$ cat config.mk
export PLATFORM = sky130hd
export DESIGN_NAME = pipe_mw_skid_reg_flat
export DESIGN_NICKNAME = d
export VERILOG_FILES = /design/src/rtl/pipe_pkg.sv /design/src/rtl/pipe_mw_skid_reg_if.sv /design/src/rtl/pipe_skid_slot.sv /design/src/rtl/pipe_mw_skid_reg.sv /design/src/flat_wrapper.sv
export SDC_FILE = /design/constraint.sdc
export NUM_CORES = 1
export LEC_CHECK = 0
export CAP_MARGIN = 25
export CORE_ASPECT_RATIO = 0.6
export CORE_MARGIN = 5
export CORE_UTILIZATION = 45
export CTS_CLUSTER_DIAMETER = 40
export DETAILED_ROUTE_END_ITERATION = 7
export PLACE_DENSITY_LB_ADDON = 0.15
export SETUP_SLACK_MARGIN = 0.1
export SYNTH_ARGS = -nofsm -noshare
export SYNTH_HDL_FRONTEND = slang
export SYNTH_SLANG_ARGS = --single-unit
export TNS_END_PERCENT = 20
$ cat constraint.sdc
create_clock -name clk_i -period 6.2 [get_ports clk_i]
set_input_delay 1.24 -clock clk_i [delete_from_list [all_inputs] [get_ports clk_i]]
set_output_delay 1.24 -clock clk_i [all_outputs]
set_load 0.02 [all_outputs]
$ cat src/rtl/pipe_pkg.sv
// Shared constants and entry layout for the MEM/WB pipeline register.
package pipe_pkg;

   localparam int unsigned CTRL_WREG  = 0;
   localparam int unsigned CTRL_M2REG = 1;

   localparam int unsigned DEF_DATA_W = 32;
   localparam int unsigned DEF_RN_W   = 5;
   localparam int unsigned DEF_CTRL_W = 2;

   typedef struct packed {
      logic [DEF_CTRL_W-1:0] ctrl;
      logic [DEF_DATA_W-1:0] alu;
      logic [DEF_DATA_W-1:0] mo;
      logic [DEF_RN_W-1:0]   rn;
   } entry_t;

   function automatic int unsigned entry_width(int unsigned ctrl_w, int unsigned data_w,
                                               int unsigned rn_w);
      return ctrl_w + 2 * data_w + rn_w;
   endfunction

endpackage

$ cat src/rtl/pipe_mw_skid_reg_if.sv
// Valid/ready stage bus carrying MEM/WB control, ALU result, memory data and destination.
interface pipe_mw_skid_reg_if
   import pipe_pkg::*;
#(
   parameter int unsigned DATA_W = DEF_DATA_W,
   parameter int unsigned RN_W   = DEF_RN_W,
   parameter int unsigned CTRL_W = DEF_CTRL_W
);

   logic              valid;
   logic              ready;
   logic [CTRL_W-1:0] ctrl;
   logic [DATA_W-1:0] alu;
   logic [DATA_W-1:0] mo;
   logic [RN_W-1:0]   rn;

   modport master (output valid, ctrl, alu, mo, rn, input ready);
   modport slave  (input valid, ctrl, alu, mo, rn, output ready);

endinterface

$ cat src/rtl/pipe_skid_slot.sv
// One valid+payload holding register; clear beats load, data survives a clear.
module pipe_skid_slot #(
   parameter int unsigned Width = 8
) (
   input  logic             clk_i,
   input  logic             rst_i,
   input  logic             load_i,
   input  logic             clr_i,
   input  logic [Width-1:0] data_i,
   output logic             valid_o,
   output logic [Width-1:0] data_o
);

   logic             valid_d, valid_q;
   logic [Width-1:0] data_d, data_q;

   always_comb begin
      valid_d = valid_q;
      data_d  = data_q;
      if (clr_i) begin
         valid_d = 1'b0;
      end else if (load_i) begin
         valid_d = 1'b1;
         data_d  = data_i;
      end
   end

   always_ff @(posedge clk_i or posedge rst_i) begin
      if (rst_i) begin
         valid_q <= 1'b0;
         data_q  <= '0;
      end else begin
         valid_q <= valid_d;
         data_q  <= data_d;
      end
   end

   assign valid_o = valid_q;
   assign data_o  = data_q;

endmodule

$ cat src/rtl/pipe_mw_skid_reg.sv
// MEM/WB pipeline register with a 2-entry skid buffer; in_ready is a flop output so
// WB backpressure never forms a combinational path into MEM.
module pipe_mw_skid_reg
   import pipe_pkg::*;
#(
   parameter int unsigned DATA_W = DEF_DATA_W,
   parameter int unsigned RN_W   = DEF_RN_W,
   parameter int unsigned CTRL_W = DEF_CTRL_W
) (
   input  logic                clk_i,
   input  logic                rst_i,
   input  logic                flush_i,
   pipe_mw_skid_reg_if.slave   in_if,
   pipe_mw_skid_reg_if.master  out_if,
   output logic [DATA_W-1:0]   out_wdata_o,
   output logic [1:0]          occupancy_o
);

   localparam int unsigned EntryW = entry_width(CTRL_W, DATA_W, RN_W);

   logic [EntryW-1:0] in_entry, main_d, main_entry, skid_entry;
   logic              main_valid, skid_valid;
   logic              accept, main_free;
   logic              main_load, main_clr, skid_load, skid_clr;

   logic [CTRL_W-1:0] main_ctrl, ctrl_gated;
   logic [DATA_W-1:0] main_alu, main_mo;
   logic [RN_W-1:0]   main_rn;

   assign in_entry = {in_if.ctrl, in_if.alu, in_if.mo, in_if.rn};

   // Skid always drains into main before any new input is taken.
   always_comb begin
      accept    = in_if.valid & ~skid_valid;
      main_free = ~main_valid | out_if.ready;
      main_load = ~flush_i & main_free & (skid_valid | accept);
      main_clr  = flush_i | (main_free & ~skid_valid & ~accept);
      main_d    = skid_valid ? skid_entry : in_entry;
      skid_load = ~flush_i & ~main_free & accept;
      skid_clr  = flush_i | main_free;
   end

   pipe_skid_slot #(
      .Width (EntryW)
   ) u_main (
      .clk_i   (clk_i),
      .rst_i   (rst_i),
      .load_i  (main_load),
      .clr_i   (main_clr),
      .data_i  (main_d),
      .valid_o (main_valid),
      .data_o  (main_entry)
   );

   pipe_skid_slot #(
      .Width (EntryW)
   ) u_skid (
      .clk_i   (clk_i),
      .rst_i   (rst_i),
      .load_i  (skid_load),
      .clr_i   (skid_clr),
      .data_i  (in_entry),
      .valid_o (skid_valid),
      .data_o  (skid_entry)
   );

   assign {main_ctrl, main_alu, main_mo, main_rn} = main_entry;

   // A bubble must never raise wreg or m2reg.
   always_comb begin
      ctrl_gated  = main_valid ? main_ctrl : '0;
      out_wdata_o = ctrl_gated[CTRL_M2REG] ? main_mo : main_alu;
   end

   assign out_if.valid = main_valid;
   assign out_if.ctrl  = ctrl_gated;
   assign out_if.alu   = main_alu;
   assign out_if.mo    = main_mo;
   assign out_if.rn    = main_rn;

   assign in_if.ready  = ~skid_valid;
   assign occupancy_o  = {1'b0, main_valid} + {1'b0, skid_valid};

endmodule
$ cat src/flat_wrapper.sv
// flat-port wrapper written by rule: the top's interface ports become plain ports
module pipe_mw_skid_reg_flat import pipe_pkg::*;
#(
   parameter int unsigned DATA_W = DEF_DATA_W,
   parameter int unsigned RN_W   = DEF_RN_W,
   parameter int unsigned CTRL_W = DEF_CTRL_W
)
  (clk_i, rst_i, flush_i, out_wdata_o, occupancy_o, in_if_valid, in_if_ctrl, in_if_alu, in_if_mo, in_if_rn, in_if_ready, out_if_valid, out_if_ctrl, out_if_alu, out_if_mo, out_if_rn, out_if_ready);
  pipe_mw_skid_reg_if #(.DATA_W(DATA_W), .RN_W(RN_W), .CTRL_W(CTRL_W)) in_if_i ();
  pipe_mw_skid_reg_if #(.DATA_W(DATA_W), .RN_W(RN_W), .CTRL_W(CTRL_W)) out_if_i ();
  input  logic clk_i;
  input  logic rst_i;
  input  logic flush_i;
  output logic [DATA_W-1:0] out_wdata_o;
  output logic [1:0] occupancy_o;
  input wire logic [$bits(in_if_i.valid)-1:0] in_if_valid;
  input wire logic [$bits(in_if_i.ctrl)-1:0] in_if_ctrl;
  input wire logic [$bits(in_if_i.alu)-1:0] in_if_alu;
  input wire logic [$bits(in_if_i.mo)-1:0] in_if_mo;
  input wire logic [$bits(in_if_i.rn)-1:0] in_if_rn;
  output wire logic [$bits(in_if_i.ready)-1:0] in_if_ready;
  output wire logic [$bits(out_if_i.valid)-1:0] out_if_valid;
  output wire logic [$bits(out_if_i.ctrl)-1:0] out_if_ctrl;
  output wire logic [$bits(out_if_i.alu)-1:0] out_if_alu;
  output wire logic [$bits(out_if_i.mo)-1:0] out_if_mo;
  output wire logic [$bits(out_if_i.rn)-1:0] out_if_rn;
  input wire logic [$bits(out_if_i.ready)-1:0] out_if_ready;
  assign in_if_i.valid = in_if_valid;
  assign in_if_i.ctrl = in_if_ctrl;
  assign in_if_i.alu = in_if_alu;
  assign in_if_i.mo = in_if_mo;
  assign in_if_i.rn = in_if_rn;
  assign in_if_ready = in_if_i.ready;
  assign out_if_valid = out_if_i.valid;
  assign out_if_ctrl = out_if_i.ctrl;
  assign out_if_alu = out_if_i.alu;
  assign out_if_mo = out_if_i.mo;
  assign out_if_rn = out_if_i.rn;
  assign out_if_i.ready = out_if_ready;
  pipe_mw_skid_reg #(.DATA_W(DATA_W), .RN_W(RN_W), .CTRL_W(CTRL_W)) u_core (.clk_i(clk_i), .rst_i(rst_i), .flush_i(flush_i), .in_if(in_if_i), .out_if(out_if_i), .out_wdata_o(out_wdata_o), .occupancy_o(occupancy_o));
endmodule
=== Word level (Yosys, flattened, before mapping) ===
Index checks and enable logic that the tools add are counted.

* Output and inout bits: 107
* Flip-flop bits (word level): 144
* Logic and storage cells: 34

* Muxes and demuxes: 7
* Reduce and logical (&&, ||, !) cells: 4
* Bitwise operators: 18
* Add/sub/neg operators: 1

{| class="wikitable"
|+ Operator list
! operator !! count
|-
| 71-bit 2-to-1 mux || 1
|-
| 32-bit 2-to-1 mux || 1
|-
| 1-bit bitwise AND || 7
|-
| 1-bit inverter || 7
|-
| 1-bit 2-to-1 mux || 4
|-
| 1-bit bitwise OR || 4
|-
| 2-bit AND reduction || 2
|-
| 2-bit nonzero test || 2
|-
| 1-bit by 1-bit adder with 2-bit output || 1
|-
| 2-bit 2-to-1 mux || 1
|}

=== Logic depth before layout (Yosys ltp) ===
Gate-level depths: netlist of the first run.

* Depth in word-level cells: 7
* Depth in mapped cells: 5
* Depth with buffers taken out: 3

=== Hierarchy ===
A second synthesis of the first run with hierarchy kept.

* Cell total of the unflattened synthesis: 436
* Area, all modules: 7568.5 um^2

{| class="wikitable"
|+ By module, submodules not included
! module !! area each (um^2) !! times used !! cells each !! sequential area each (um^2)
|-
| pipe_skid_slot || 3049.2 || 2 || 155 || 1801.7
|-
| pipe_mw_skid_reg || 1470.2 || 1 || 126 || 0.0
|}

=== Least setup slack after synthesis of the first run ===
No wires, ideal clock.

* Path kind: flip-flop to output port
* From: register u_core.u_main.valid_q (netlist: u_core.u_main.valid_o)
* To: output out_wdata_o[10]
* Cell stages (with the launch flop): 4
* Arrival time: 1.290 ns
* Slack: 3.670 ns
* Cells stage by stage: dfrtp_1 -> nand2_1 -> buf_2 -> mux2_2

* Cells in the longest elaborated chain, start to end: 2

{| class="wikitable"
|+ Ends and longest elaborated chain
! what !! RTL line !! RTL
|-
| from (decl) || pipe_skid_slot.sv:14 || <nowiki>logic valid_d, valid_q;</nowiki>
|-
| from (signal assigned) || pipe_skid_slot.sv:33 || <nowiki>valid_q <= valid_d;</nowiki>
|-
| 2-bit 2-to-1 mux || pipe_mw_skid_reg.sv:71 || <nowiki>ctrl_gated = main_valid ? main_ctrl : '0;</nowiki>
|-
| 32-bit 2-to-1 mux || pipe_mw_skid_reg.sv:72 || <nowiki>out_wdata_o = ctrl_gated[CTRL_M2REG] ? main_mo : main_alu;</nowiki>
|-
| to (decl) || flat_wrapper.sv:14 || <nowiki>output logic [DATA_W-1:0] out_wdata_o;</nowiki>
|}

No other way between the ends.

=== Worst setup path in the final report of the first run ===
* From: register u_core.u_main.valid_q (netlist: u_core.u_main.valid_o)
* To: output out_wdata_o[19]

The elaborated chain is that of the path after synthesis.

==> summary.txt, run 1 <==
Power and ir drop
  • Pwr Density: ~350 nW/um2
  • Power consumption: 3200 uW
  • Peak supply drop: 152 uV
  • Pleak: 0.00381 uW

Place
  • Placer congestion estimate: 0.739
  • # port buffers: 182
  • HPWL after DPL: 10,400 um

STA
  • Tcrit/Tclk final: 57.4%
  • Max-slew violations: 0
  • Setup tns final: 0 ps
  • Final hold violations: 0
  • Relative slew slack: 33.1%
  • RSZ-0062 raised after global routing: no
  • Fin crit period: 3560 ps
  • Final-report setup violation count: 0
  • Worst-Margin Slew: 1000 ps
  • Clock Skew: 7.34 ps
  • Fin Hold WS: 487 ps
  • FMAX: 281 MHz

Logic synthesis
  • Synthesized instance count: between 400 and 500
  • Sequential area share after synthesis: 50.1%
  • Mapped Avg Cell Area: around 14 um2
  • Synth Register Bits: 144
  • Syn_nets: between 500 and 600
  • Post-synth cell types: 17
  • Yosys warnings: 0
  • Syn Std Cell Area: slightly above 7000 um2

CTS
  • TritonCTS Sinks: 144
  • Clk root buf: clkbuf_16
  • CTS tree: done
  • Setup bufs post-CTS: 0
  • Later-pin clock latency in the skew report: 400 ps
  • Post-CTS Hold Buffers: 0
  • Cts bufs inserted: 17
  • H-tree depth: 4
  • Post-CTS Resized: 0
  • CTS clk-pin slew, worst paths: approximately 60 ps
  • CTS Buffer Depth: 2

Detailed routing
  • Initial DRC count: 145
  • First-pass iteration count of the detailed router: 4
  • # DRC: 0
  • Vias after detailed routing: between 4,000 and 5,000
  • DR WL/cell: 18.9 um
  • Final Routed Wirelength: ~16,000 um
  • DRT antenna net count: 0
  • Via density: about 5.0

Hold path
  • Hold Path Class: reg2reg
  • Hold Path Depth: 1
  • Hold_sp: u_core.u_skid.data_o[30]

Global routing
  • Initial antenna violation count: 0
  • Vias in the first global route: 4,644
  • Grt total ovfl: 0
  • Largest net degree at the start of global routing: between 90 and 100
  • Global routing usage on met2: 27.6%
  • Busiest layer in global routing: met2
  • Met1 Usage GRT: 22.8%
  • Grt met3 use: 4.26%
  • First-pass GRT wire length: about 25,000 um
  • Total global routing track utilization: 16.9%

Floorplan
  • Ports: between 150 and 200
  • Die ar.: 18,700 um2
  • # rows: 35
  • Die height: about 110 um
  • CORE AREA: 15,500 um2
  • Starting Density: 46.4%
  • Die Span X: 173 um

Finish
  • Final Util: 59.7%
  • Layout cells sized above 1: 43.8%
  • P&R area growth vs syn: 28.6%
  • N_diodes: 0
  • Final nets: 686

Critical path
  • WP data arrival: 2320 ps
  • Required @ worst endpoint: 4960 ps
  • Worst setup EP type: output pin
  • Crit path launch type: flip-flop
  • Worst setup path startpoint: u_core.u_main.valid_o
  • Crit Path Max Fanout: 28
  • Reg2Reg Depth: 4
  • Launching point of the worst reg2reg path: u_core.u_skid.valid_o
  • CP Class: reg2out

Job
  • Max-Cap Viols: 0

Outcome
  • Status: finished, final reports clean
[Yosys cell counts]
cell      count  area (um2)
nor2_1        2        7.51
buf_4        69         518
nor3_1        1        5.00
dfrtp_1     144        3600
ha_1          1        12.5
buf_6        14         158
nor3_4        1        16.3
nand3_4       1        17.5
nand2_1       1        3.75
nand2b_1      1        6.26
buf_2        11        55.1
nor2b_4       1        13.8
inv_1         3        11.3
mux2_1       13         146
mux2_2      232        2610
and2_1        1        6.26
a21oi_1       1        5.00
[worst paths after layout]
kind                                            end  slack (ps)
min                        u_core.u_skid.data_o[30]         490
max in group asynchronous  u_core.u_skid.data_o[30]        3610
min reg2reg                u_core.u_skid.data_o[30]         490
max reg2reg                u_core.u_main.data_o[22]        3760
max                                 out_wdata_o[19]        2640
min in group asynchronous  u_core.u_main.data_o[57]        1400
[layout by cell type (no fill, tap or decap), drive strengths merged]
| cell | count |
|---|---|
| a21oi | 1 |
| and2 | 1 |
| buf | 5 |
| bufinv | 4 |
| clkbuf | 19 |
| clkdlybuf4s50 | 182 |
| clkinv | 4 |
| clkinvlp | 2 |
| dfrtp | 144 |
| ha | 1 |
| inv | 5 |
| mux2 | 245 |
| nand2 | 1 |
| nand2b | 1 |
| nand3 | 1 |
| nor2 | 2 |
| nor2b | 1 |
| nor3 | 2 |
[through the flow]
step | setup WS [ps] | std cells | cell area (um2)
after global placement | 2560 | 790 | 8570
final | 2640 | 824 | 9250
after global routing | 2550 | 824 | 9250
after floorplan | 1090 | 497 | 7200
after CTS | 2250 | 822 | 9210
after detailed placement | 2700 | 791 | 8600
[metal layers]
metal	part of all wire [%]	wire [um]
met5	0	0
met2	47	7280
met3	4.4	679
met4	0.80	124
met1	48	7510
[sequential cells by signal (all words and copies together) (netlist names)]
name,count
u_core.u_skid.valid_o,1
u_core.u_main.valid_o,1
u_core.u_skid.data_o,71
u_core.u_main.data_o,71
[layout make-up]
| class | instances | area [um2] |
|---|---|---|
| Timing Repair Buffer | 187 | 1900 |
| Clock inverter | 12 | 184 |
| Tap cell | 203 | 254 |
| Fill cell | 1199 | 6250 |
| Clock buffer | 19 | 433 |
| Multi-Input combinational cell | 256 | 2860 |
| Sequential cell | 144 | 3610 |
| Inverter | 3 | 16.3 |
[cell families after synthesis]
logic type / after synthesis / share of synthesized area [%]
flip-flops: 144 / 50.1
AO/OA/AOI/OAI: 1 / 0.0695
multiplexers: 245 / 38.3
adder cells (fa/ha/maj): 1 / 0.174
buffers and inverters: 97 / 10.3
AND/OR/NAND/NOR: 9 / 1.06
[where the power goes]
part	total [uW]	switching, uW	leakage, uW	internal [uW]
clock network	1060	389	0.000294	675
logic	855	364	0.00179	492
registers	1280	134	0.00173	1150
[critical path: stages (launching register included)]
cell             delay [ps]
dfrtp_1                 470
nand2_2                 240
buf_12                  240
mux2_2                  370
clkdlybuf4s50_1         540
Note: power is estimated with default switching activity, not from simulation.
==> inputs of run 2 (changes only) <==
==> constraint.sdc (replaced) <==
create_clock -name clk_i -period 3.3 [get_ports clk_i]
set_input_delay 0.66 -clock clk_i [delete_from_list [all_inputs] [get_ports clk_i]]
set_output_delay 0.66 -clock clk_i [all_outputs]
set_load 0.02 [all_outputs]
==> summary.txt, run 2 (synthesized netlist as in run 1, its figures left out) <==
Outcome
  • Status: finished, final reports clean

Place
  • # port buffers: 182
  • Placer congestion estimate: 0.705
  • Placed instance area: 8680 um2
  • HPWL after DPL: 10,800 um

Global routing
  • Total global routing track utilization: 16.8%
  • Vias in the first global route: 4,612
  • Grt total ovfl: 0
  • Largest net degree at the start of global routing: 75
  • Initial antenna violation count: 1
  • First-pass GRT wire length: 24,800 um

Critical path
  • R2r endpoint: u_core.u_main.data_o[35]
  • WP buf/inv: 2
  • Required @ worst endpoint: around 2600 ps
  • CP Depth: 4
  • Max stage delay on crit path: 550 ps
  • R2r setup slk: 1140 ps
  • Top Family by Delay on Critical Path: buffers and inverters
  • CP Class: reg2out
  • Worst setup path startpoint: u_core.u_main.valid_o
  • Critical Path Slowest Stage Cell: clkdlybuf4s50_1
  • Launching point of the worst reg2reg path: u_core.u_skid.valid_o
  • Crit Path Max Fanout: 22
  • Crit path launch type: flip-flop
  • WP data arrival: 2260 ps
  • Worst setup EP type: output pin
  • Critical-path cell list: nand2_2 > buf_12 > mux2_2 > clkdlybuf4s50_1
  • Critical path endpoint: out_wdata_o[6]
  • Reg2Reg Depth: 3

Hold path
  • Hold Path Class: reg2reg

STA
  • Max-slew violations: 0
  • Clock Skew: 13.9 ps
  • Worst-Margin Slew: 588 ps
  • Fin crit period: 2920 ps
  • Final-report setup violation count: 0
  • FMAX: 343 MHz
  • Relative slew slack: 60.8%
  • RSZ-0062 raised after global routing: no
  • Tcrit/Tclk final: 88.4%
  • Setup tns final: 0 ps
  • Final hold violations: 0

Detailed routing
  • Via density: roughly 5
  • Initial DRC count: around 240
  • DR WL/cell: 18.7 um
  • DRT antenna net count: 0
  • Vias after detailed routing: 4,154
  • Final Routed Wirelength: 15,500 um
  • # DRC: 0
  • First-pass iteration count of the detailed router: 5

CTS
  • CTS Buffer Depth: 2
  • Later-pin clock latency in the skew report: ~400 ps
  • CTS tree: done
  • Cts bufs inserted: 17
  • Post-CTS Resized: 0
  • H-tree depth: 4
  • Setup bufs post-CTS: 0
  • Post-CTS Hold Buffers: 0
  • TritonCTS Sinks: between 100 and 150
  • Clk root buf: clkbuf_16
  • CTS clk-pin slew, worst paths: approximately 60 ps

Job
  • Max-Cap Viols: 0

Power and ir drop
  • Peak supply drop: roughly 320 uV
  • Pwr Density: 654 nW/um2
  • Pleak: 0.00385 uW

Finish
  • Most frequent cells in the layout: mux2_2 (232), clkdlybuf4s50_1 (182), dfrtp_1 (143)
  • Multi-input combinational cell area: 2860 um2
  • P&R area growth vs syn: 29.5%
  • Most common cell after layout, fill and taps aside: mux2_2
  • Seq. cell area: 3610 um2
  • Layout cells sized above 1: 44.2%
  • Filler instances: 1,246
  • Final nets: between 600 and 700
  • N_diodes: 0
  • Final Cell Area: slightly above 9000 um2

Floorplan
  • Starting Density: 46.4%
  • Ports: approximately 180
  • # rows: 35
  • Die height: 108 um
  • CORE AREA: 15,500 um2
  • Die ar.: 18,700 um2
  • Die Span X: approximately 170 um
run 2: metal layers:
layer	GRT usage (%)	up-vias	share of wire [%]
met5	0	-	0.084
met4	3.93	2	0.36
li1	-	1916	-
met1	22.6	2128	47
met3	5.56	6	5.7
met2	26.6	102	46
run 2: metrics by stage:
step	hold slack [ps]	std cells	setup slack, ps	power (uW)	utilization, %
floorplan	459	497	835	3500	-
global placement	470	797	705	4010	56.0
detailed placement	479	797	674	4060	56.0
CTS	494	828	360	6180	60.1
global route	503	828	290	6400	60.1
finish	493	828	383	6100	60.1
run 2: final cells by class:
class	instances	area share (%)
Clock buffer	19	4.64
Clock inverter	12	2.20
Inverter	3	0.161
Multi-Input combinational cell	256	30.6
Sequential cell	144	38.7
Tap cell	203	2.72
Timing Repair Buffer	191	20.9
run 2: worst min-delay path by stage:
stage | from | end | slack (ps) | cells past startpoint
5_1_grt | u_core.u_skid.data_o[61] | u_core.u_skid.data_o[61] | 500 | 1
6_report | u_core.u_skid.data_o[62] | u_core.u_skid.data_o[62] | 490 | 1
4_1_cts | u_core.u_skid.data_o[30] | u_core.u_skid.data_o[30] | 490 | 1
2_1_floorplan | u_core.u_skid.data_o[13] | u_core.u_skid.data_o[13] | 460 | 1
3_5_place_dp | u_core.u_skid.data_o[30] | u_core.u_skid.data_o[30] | 480 | 1
3_3_place_gp | u_core.u_skid.data_o[30] | u_core.u_skid.data_o[30] | 470 | 1
run 2: power by group:
| part | total [uW] | switching (uW) | internal (uW) |
|---|---|---|---|
| combinational | 1610 | 682 | 930 |
| sequential | 2400 | 243 | 2160 |
| clock | 2090 | 739 | 1350 |
| total | 6100 | 1660 | 4430 |
